`src/rtl/switch_accumulator_pkg.sv`:
```
// switch_accumulator_pkg: modes, register map and bit positions for switch_accumulator
package switch_accumulator_pkg;
  typedef enum logic [1:0] {MODE_ADD = 2'b00, MODE_SUB = 2'b01, MODE_LOAD = 2'b10} mode_e;
  localparam logic [1:0] ADDR_ACC = 2'd0;
  localparam logic [1:0] ADDR_CTRL = 2'd1;
  localparam logic [1:0] ADDR_STATUS = 2'd2;
  localparam logic [1:0] ADDR_SW = 2'd3;
  localparam int CTRL_SAT_BIT = 2;
  localparam int STATUS_OVF_BIT = 0;
  localparam int STATUS_CNT_LSB = 16;
endpackage

```
`src/rtl/switch_accumulator_key_debounce.sv`:
```
// key_debounce: 2-FF synchroniser and stability counter; one-cycle pulse on a debounced press
module key_debounce #(
  parameter int DEBOUNCE_CYCLES = 50000
) (
  input  logic clk,
  input  logic rst,
  input  logic raw,
  output logic press
);
  localparam int CW = $clog2(DEBOUNCE_CYCLES);
  logic [1:0] sync;
  logic [CW-1:0] cnt;
  logic state, flip;
  assign flip = (sync[1] != state) && (cnt == CW'(DEBOUNCE_CYCLES - 1));
  always_ff @(posedge clk or posedge rst) begin
    if (rst) begin
      sync <= 2'b11;
      cnt <= '0;
      state <= 1'b1;
      press <= 1'b0;
    end else begin
      sync <= {sync[0], raw};
      cnt <= (sync[1] == state || flip) ? '0 : cnt + CW'(1);
      state <= flip ? ~state : state;
      press <= flip && state;
    end
  end
endmodule

```
`src/rtl/switch_accumulator.sv`:
```
// switch_accumulator: debounced key-driven accumulator with Avalon-MM register access
module switch_accumulator
  import switch_accumulator_pkg::*;
#(
  parameter int ACC_WIDTH = 8,
  parameter int SW_WIDTH = 8,
  parameter int DEBOUNCE_CYCLES = 50000
) (
  input  logic                 clk_clk,
  input  logic                 reset_reset,
  input  logic                 accumulate_wire_export,
  input  logic                 clear_wire_export,
  input  logic [SW_WIDTH-1:0]  sw_wire_export,
  output logic [ACC_WIDTH-1:0] led_wire_export,
  output logic                 overflow_wire_export,
  input  logic [1:0]           avs_address,
  input  logic                 avs_read,
  input  logic                 avs_write,
  input  logic [31:0]          avs_writedata,
  output logic [31:0]          avs_readdata
);
  localparam int AW1 = ACC_WIDTH + 1;
  logic [ACC_WIDTH-1:0] acc, acc_evt;
  logic [2:0] ctrl;
  logic ovf;
  logic [15:0] cnt;
  logic [SW_WIDTH-1:0] sw_s1, sw_s2;
  logic [AW1-1:0] sw_ext, sum, diff;
  logic acc_press, clr_press, is_sub, is_load, sat, arith_ovf;
  logic wr_acc, wr_ctrl, w1c, ovf_set;
  logic [31:0] status, rd_mux;
  logic unused_wdata;
  key_debounce #(.DEBOUNCE_CYCLES(DEBOUNCE_CYCLES)) u_acc_key (
    .clk(clk_clk), .rst(reset_reset), .raw(accumulate_wire_export), .press(acc_press)
  );
  key_debounce #(.DEBOUNCE_CYCLES(DEBOUNCE_CYCLES)) u_clr_key (
    .clk(clk_clk), .rst(reset_reset), .raw(clear_wire_export), .press(clr_press)
  );
  always_comb begin
    sw_ext = AW1'(sw_s2);
    sum = {1'b0, acc} + sw_ext;
    diff = {1'b0, acc} - sw_ext;
    is_sub = ctrl[1:0] == MODE_SUB;
    is_load = ctrl[1:0] == MODE_LOAD;
    sat = ctrl[CTRL_SAT_BIT];
    arith_ovf = is_sub ? diff[ACC_WIDTH] : sum[ACC_WIDTH];
    // saturation clamps to all-ones for add and zero for sub
    acc_evt = is_load ? sw_ext[ACC_WIDTH-1:0] :
              (arith_ovf && sat) ? {ACC_WIDTH{~is_sub}} :
              is_sub ? diff[ACC_WIDTH-1:0] : sum[ACC_WIDTH-1:0];
    wr_acc = avs_write && avs_address == ADDR_ACC;
    wr_ctrl = avs_write && avs_address == ADDR_CTRL;
    w1c = avs_write && avs_address == ADDR_STATUS && avs_writedata[STATUS_OVF_BIT];
    ovf_set = acc_press && !wr_acc && !clr_press && !is_load && arith_ovf;
    status = (32'(ovf) << STATUS_OVF_BIT) | (32'(cnt) << STATUS_CNT_LSB);
    rd_mux = avs_address == ADDR_ACC ? 32'(acc) :
             avs_address == ADDR_CTRL ? 32'(ctrl) :
             avs_address == ADDR_STATUS ? status : 32'(sw_s2);
    unused_wdata = ^avs_writedata[31:ACC_WIDTH];
  end
  always_ff @(posedge clk_clk or posedge reset_reset) begin
    if (reset_reset) begin
      acc <= '0;
      ctrl <= '0;
      ovf <= 1'b0;
      cnt <= '0;
      sw_s1 <= '0;
      sw_s2 <= '0;
      avs_readdata <= '0;
    end else begin
      sw_s1 <= sw_wire_export;
      sw_s2 <= sw_s1;
      acc <= wr_acc ? avs_writedata[ACC_WIDTH-1:0] : clr_press ? '0 : acc_press ? acc_evt : acc;
      ctrl <= wr_ctrl ? avs_writedata[2:0] : ctrl;
      ovf <= ovf_set || (ovf && !w1c);
      cnt <= acc_press ? cnt + 16'd1 : cnt;
      avs_readdata <= avs_read ? rd_mux : avs_readdata;
    end
  end
  assign led_wire_export = acc;
  assign overflow_wire_export = ovf;
endmodule

```
`config.mk`:
```
export PLATFORM = sky130hd
export DESIGN_NAME = switch_accumulator
export DESIGN_NICKNAME = d
export VERILOG_FILES = /design/src/rtl/switch_accumulator_pkg.sv /design/src/rtl/switch_accumulator_key_debounce.sv /design/src/rtl/switch_accumulator.sv
export SDC_FILE = /design/constraint.sdc
export NUM_CORES = 1
export LEC_CHECK = 0
export BUFFER_PORTS_ARGS = -buffer_cell sky130_fd_sc_hd__buf_2
export CAP_MARGIN = 20
export CELL_PAD_IN_SITES_DETAIL_PLACEMENT = 0
export CELL_PAD_IN_SITES_GLOBAL_PLACEMENT = 1
export CORE_AREA = 3 3 125 127
export CTS_CLUSTER_SIZE = 40
export DETAILED_ROUTE_END_ITERATION = 10
export DIE_AREA = 0 0 128 130
export MAX_ROUTING_LAYER = met4
export PLACE_DENSITY_LB_ADDON = 0.3
export SLEW_MARGIN = 20
export SYNTH_ARGS = -nofsm -noshare
export SYNTH_HDL_FRONTEND = slang
export SYNTH_HIERARCHICAL = 1
export SYNTH_SLANG_ARGS = --single-unit
```
`constraint.sdc`:
```
create_clock -name clk_clk -period 2.2 [get_ports clk_clk]
set_input_delay 0 -clock clk_clk [delete_from_list [all_inputs] [get_ports clk_clk]]
set_output_delay 0 -clock clk_clk [all_outputs]
set_load 0.02 [all_outputs]
```
### Word-level counts from Yosys, hierarchy flattened

Index checks and enable logic that the tools add are counted.

| operators by class | value |
|---|---|
| add/sub/neg operators | 5 |
| equality and inequality tests | 10 |
| mux-type cells | 12 |
| bitwise gates (word level) | 4 |
| reductions and logical operators | 23 |

Operators with widths:

| operator | number |
|---|---|
| $mux 32 | 3 |
| $add 16x1->16 const B | 3 |
| $mux 8 | 6 |
| $eq 16x16->1 const B | 2 |
| $mux 16 | 2 |
| $or 1x32->32 | 1 |
| $logic_and 1x1->1 | 14 |
| $add 8x8->9 | 1 |
| $sub 8x8->9 | 1 |
| $eq 2x1->1 const B | 2 |
| $eq 2x2->1 const B | 2 |
| $logic_not 1->1 | 4 |
| $logic_or 1x1->1 | 3 |
| $not 1->1 | 3 |
| $reduce_bool 3->1 | 1 |
| $eq 1x1->1 | 2 |
| $logic_not 2->1 | 1 |
| $ne 1x1->1 | 2 |
| $mux 1 | 1 |

| storage, ports and cells | value |
|---|---|
| flip-flop bits (word level) | 116 |
| input bits | 48 |
| output and inout port bits | 41 |
| logic and storage cells | 69 |

### Longest topological paths before layout

| depth | value |
|---|---|
| depth after elaboration | 8 |
| depth in mapped cells | 11 |
| depth with buffers taken out | 11 |

### Hierarchy

Netlist, hierarchy kept.

Modules (own cells, without submodules):

| module | instances | cells each | area an instance (um2) | seq. area each (um2) |
|---|---|---|---|---|
| switch_accumulator | 1 | 373 | 3659.8 | 1701.6 |
| key_debounce | 2 | 94 | 1067.3 | 504.2 |

### Least setup slack after synthesis

No wires, ideal clock.

| timing | value |
|---|---|
| path type | flip-flop to flip-flop |
| start point | register acc[0] (netlist: led_wire_export[0]) |
| end point | register acc[3] (netlist: led_wire_export[3]) |
| library setup time | 0.126 ns |
| arrival | 2.230 ns |
| required time | 2.074 ns |
| path slack | -0.156 ns |
| stages on the path, launching flop included | 10 |
| path buffers | 0 |
| clock period less this slack | 2.356 ns |
| cells stage by stage | dfrtp_1 -> ha_1 -> fa_1 -> nor2b_2 -> o211ai_2 -> a211oi_2 -> o21ai_2 -> and2_4 -> a2111oi_2 -> a221o_1 |

| between the ends | value |
|---|---|
| longest elaborated chain between the ends | 8 |
| elaborated cells between the ends (all ways) | 10 |
| those cells by class | add/sub: 2; mux: 7; reduce/logical: 1 |

Ends and longest elaborated chain:

| what | line | RTL |
|---|---|---|
| from (decl) | switch_accumulator.sv:23 | `logic [ACC_WIDTH-1:0] acc, acc_evt;` |
| from (signal assigned) | switch_accumulator.sv:73 | `acc <= wr_acc ? avs_writedata[ACC_WIDTH-1:0] : clr_press ? '0 : acc_press ? acc_evt : acc;` |
| $add 8x8->9 or $sub 8x8->9 (tied branches) | switch_accumulator.sv:41, switch_accumulator.sv:42 |  |
| $mux 1 | switch_accumulator.sv:46 | `arith_ovf = is_sub ? diff[ACC_WIDTH] : sum[ACC_WIDTH];` |
| $logic_and 1x1->1 | switch_accumulator.sv:49 | `(arith_ovf && sat) ? {ACC_WIDTH{~is_sub}} :` |
| $mux 8 (*) | switch_accumulator.sv:49 |  |
| $mux 8 (*) | switch_accumulator.sv:48 | `acc_evt = is_load ? sw_ext[ACC_WIDTH-1:0] :` |
| $mux 8 (*) (3 in a row) | switch_accumulator.sv:73 |  |

Every way passes the cells marked *; elsewhere a longest branch is shown, timed or not. The select of a mux whose other input is x is not followed.
A chain may end at the register's enable or synchronous reset.

### Final worst setup path

| timing | value |
|---|---|
| start point | register sw_s2[0] |
| end point | register acc[0] (netlist: led_wire_export[0]) |

| between the ends | value |
|---|---|
| longest elaborated chain between the ends | 8 |
| elaborated cells between the ends (all ways) | 10 |
| those cells by class | add/sub: 2; mux: 7; reduce/logical: 1 |

Ends and longest elaborated chain:

| what | line | RTL |
|---|---|---|
| from (decl) | switch_accumulator.sv:27 | `logic [SW_WIDTH-1:0] sw_s1, sw_s2;` |
| from (signal assigned) | switch_accumulator.sv:72 | `sw_s2 <= sw_s1;` |
| $add 8x8->9 or $sub 8x8->9 (tied branches) | switch_accumulator.sv:41, switch_accumulator.sv:42 |  |
| $mux 1 | switch_accumulator.sv:46 |  |
| $logic_and 1x1->1 | switch_accumulator.sv:49 |  |
| $mux 8 | switch_accumulator.sv:49 |  |
| $mux 8 (*) | switch_accumulator.sv:48 |  |
| $mux 8 (*) (3 in a row) | switch_accumulator.sv:73 |  |

Marked as above.

==> metrics.cfg <==
[synth]
synth_cell_types=76
synth_top_area_share_pct=44.1
yosys.area.top_type=dfrtp_1
synth-edff-count=0
synth_cells=561
yosys_warnings=6
synth_top_flop_cell=dfrtp_1
syn_area_um2=5790
ys_seq_area_share_pct=46.8
avgSynthCellArea_um2=10.3
ys_ff_latch=108
synthTopCellsByArea=dfrtp_1 (44%), xnor2_1 (4.8%), ha_1 (4.1%)
postSynth.asyncResetShare_pct=100

[worst_setup_path]
path_buf_inv=1
criticalPathCategory=reg2reg
critPathRequiredTime_ps=2420
crit_path_start_kind=flop
r2r_slack_ps=-40
rr_worst_depth=10
worstPathArrival_ps=2460
crit_path_max_incr_delay_ps=450
end_kind=flop
cp_max_fo=5
critical-path-slowest-cell=dfrtp_2
timing.rr.end=led_wire_export[0]
path_delay_family=compound AO/OA/AOI/OAI gates
r2r-start=sw_s2[0]
path_cells=ha_4 -> fa_2 -> nor2b_4 -> o211ai_2 -> a211oi_2 -> o21ai_2 -> buf_4 -> a311oi_1 -> a211oi_1 -> a21oi_1

[layout]
drive_above_1_share_pct=30.1
final_nets=728
insertedDiodeCount=0
most-common-layout-cells=dfrtp_1 (99), buf_2 (56), nor2_1 (44), buf_4 (40), nand2_1 (35)
final_common_cell=dfrtp_1
syn_to_final_growth_pct=21.1

[run_status]
outcome=complete, but fails checks
violations=setup timing

[pwr]
p_leak_uw=0.00310
p_int_uw=3910
seq_power_share_pct=38.2
pwr-share-comb_pct=33.1
clkPwrFrac_pct=28.7
switchingPower_uw=1880
peakVddDrop_uv=476
power_per_cell_area_nw_per_um2=825
swShare_pct=32.4

[route]
drtIter0Drc=170
ant_nets=0
drc=0
vias_per_cell=5.09
wirelength_mm=13.1
first_pass_iters=4
vias=4315
wl_per_cell_um=15.5

[grt]
grt_usage_pct=17.1
gr-usage-met3_pct=4.38
grt_first_pass_wirelength_mm=21.9
met1_usage_pct=21.8
overflow=0
grt_max_degree=50
antenna_found_initial=0
top_usage_layer=met2
grt_pass1_vias=4408
grt_use_met2_pct=27.0

[clock_tree]
clk_latency_ps=360
cts_buffer_depth=2
clkTransAtPathRegs_ps=70
htree_num_levels=3
cts_tree=yes
cts_made_buffers=9
cts_root_buf=clkbuf_16
clock_sinks=108

[placement]
finalWeightedCongestion=0.911
pre_cts_slack_ps=-109
buffer_ports.inserted=56
hpwl_mm=9.46

[sta]
maxSlewHeadroom_pct=51.0
finalSetupViolations=1
finalCritPeriodShare_pct=102
fin_ws_ps=-38.7
post-route-min-period_ps=2240
worst_pin_slew_ps=716
skew_ps=8.12
rsz0062_at_grt=yes
fin_setup_tns_ps=-38.7
max_freq_mhz=447
slew_viol_final=0
hold_viol=0
whs_ps=21.0

[floorplan]
io_pins=89
fp.dieH_um=130
coreArea_um2=14500
dieWidth_um=128
start_util_pct=39.9
dieArea_um2=16600
rows=44

[run]
drv_cap=0

[worst_hold_path]
hold_path.class=in2reg
min_to=overflow_wire_export
hold_depth=3
worstHoldStart=avs_write

## power groups by stage
stage	logic [µW]	clock network, µW	registers, µW
5_1_grt	2110	1800	2230
4_1_cts	1820	1720	2210
2_1_floorplan	1030	0	2360
3_5_place_dp	1750	0	2240
3_3_place_gp	1740	0	2240
6_report	1920	1660	2210
## registers in the layout, indices dropped and copies added, names as in the netlist
| name | count |
|---|---|
| overflow_wire_export | 1 |
| ctrl | 3 |
| u_acc_key/cnt | 16 |
| u_acc_key/state | 1 |
| cnt | 16 |
| sw_s1 | 8 |
| avs_readdata | 24 |
| u_clr_key/press | 1 |
| u_acc_key/sync | 2 |
| u_clr_key/state | 1 |
| sw_s2 | 8 |
| u_clr_key/cnt | 16 |
| led_wire_export | 8 |
| u_acc_key/press | 1 |
| u_clr_key/sync | 2 |
## worst register-to-register path: stages (launching register included)
cell	delay (ps)
dfrtp_2	450
ha_4	180
fa_2	340
nor2b_4	140
o211ai_2	180
a211oi_2	110
o21ai_2	140
buf_4	170
a311oi_1	100
a211oi_1	230
a21oi_1	80
## Yosys cell counts (2+ instances only)
master and count:
dfrtp_1 102, nor2_1 44, inv_1 35, nand2_1 35, xnor2_1 32, o21ai_0 26, nor2_2 23, nand3_1 21
xor2_1 20, ha_1 19, a21oi_1 17, nand4_1 17, buf_2 11, a22oi_1 9, clkbuf_1 9, and3_1 8
buf_4 8, nor3_1 7, o21ai_1 7, dfstp_2 6, nor2b_1 6, nor4_2 6, and2_1 5, mux2_2 5
and4bb_1 4, buf_6 4, nand2b_1 4, nor4b_1 4, a221o_1 3, and4_1 3, o211ai_1 3, a2111oi_2 2
a21o_1 2, a31oi_1 2, buf_12 2, fa_1 2, mux2_4 2, mux2i_1 2, nand2_4 2, nand3_4 2
nand4_2 2, nor4b_2 2, o22ai_1 2, or3_1 2
## worst max-delay path by stage
stage,from,to,slack [ps],depth (start not counted)
final,sw_s2[0],led_wire_export[0],-40,10
after global routing,sw_s2[0],led_wire_export[0],-130,10
after CTS,sw_s2[0],led_wire_export[4],1,9
after detailed placement,led_wire_export[0],led_wire_export[2],-110,10
after global placement,led_wire_export[0],led_wire_export[2],-60,10
after floorplan,led_wire_export[0],led_wire_export[3],-8,9
## per-layer routing
| layer | share of wire [%] | vias up |
|---|---|---|
| li1 | - | 2116 |
| met1 | 47 | 2115 |
| met2 | 48 | 65 |
| met3 | 3.9 | 19 |
| met4 | 1.8 | 0 |
| met5 | 0 | - |
## cell families after synthesis
family,synth area share (%)
compound gates,10.5
xor+xnor,7.86
fa+ha+maj,4.79
buf+inv,6.31
flops,46.8
mux,2.29
other cells,0.0647
simple gates,21.4
## metrics by stage
step	total power, µW	instance area, µm²	instances	utilization (%)
floorplan	3390	5840	568	-
global route	6140	7010	848	48.3
finish	5790	7010	848	48.3
CTS	5750	6920	845	47.6
global placement	3980	6410	811	44.1
detailed placement	3990	6410	811	44.1
## cell type report
class | count | area, µm²
fill | 1373 | 7520
clock buffer | 11 | 243
sequential | 108 | 2710
multi-input combinational | 391 | 2870
inverter | 35 | 131
clock inverter | 5 | 60.1
tap | 184 | 230
timing repair buffer | 114 | 771
## what timing repair did
| action | 4_1_cts | 5_1_grt |
|---|---|---|
| pin swaps | 6 | 8 |
| setup endpoints to repair | 7 | 9 |
| hold endpoints to repair | 72 | 0 |
| gates resized for setup | 7 | 18 |
| hold buffers | 17 | 0 |
| setup buffers | 1 | 3 |
Power figures use the tool's default switching activity.
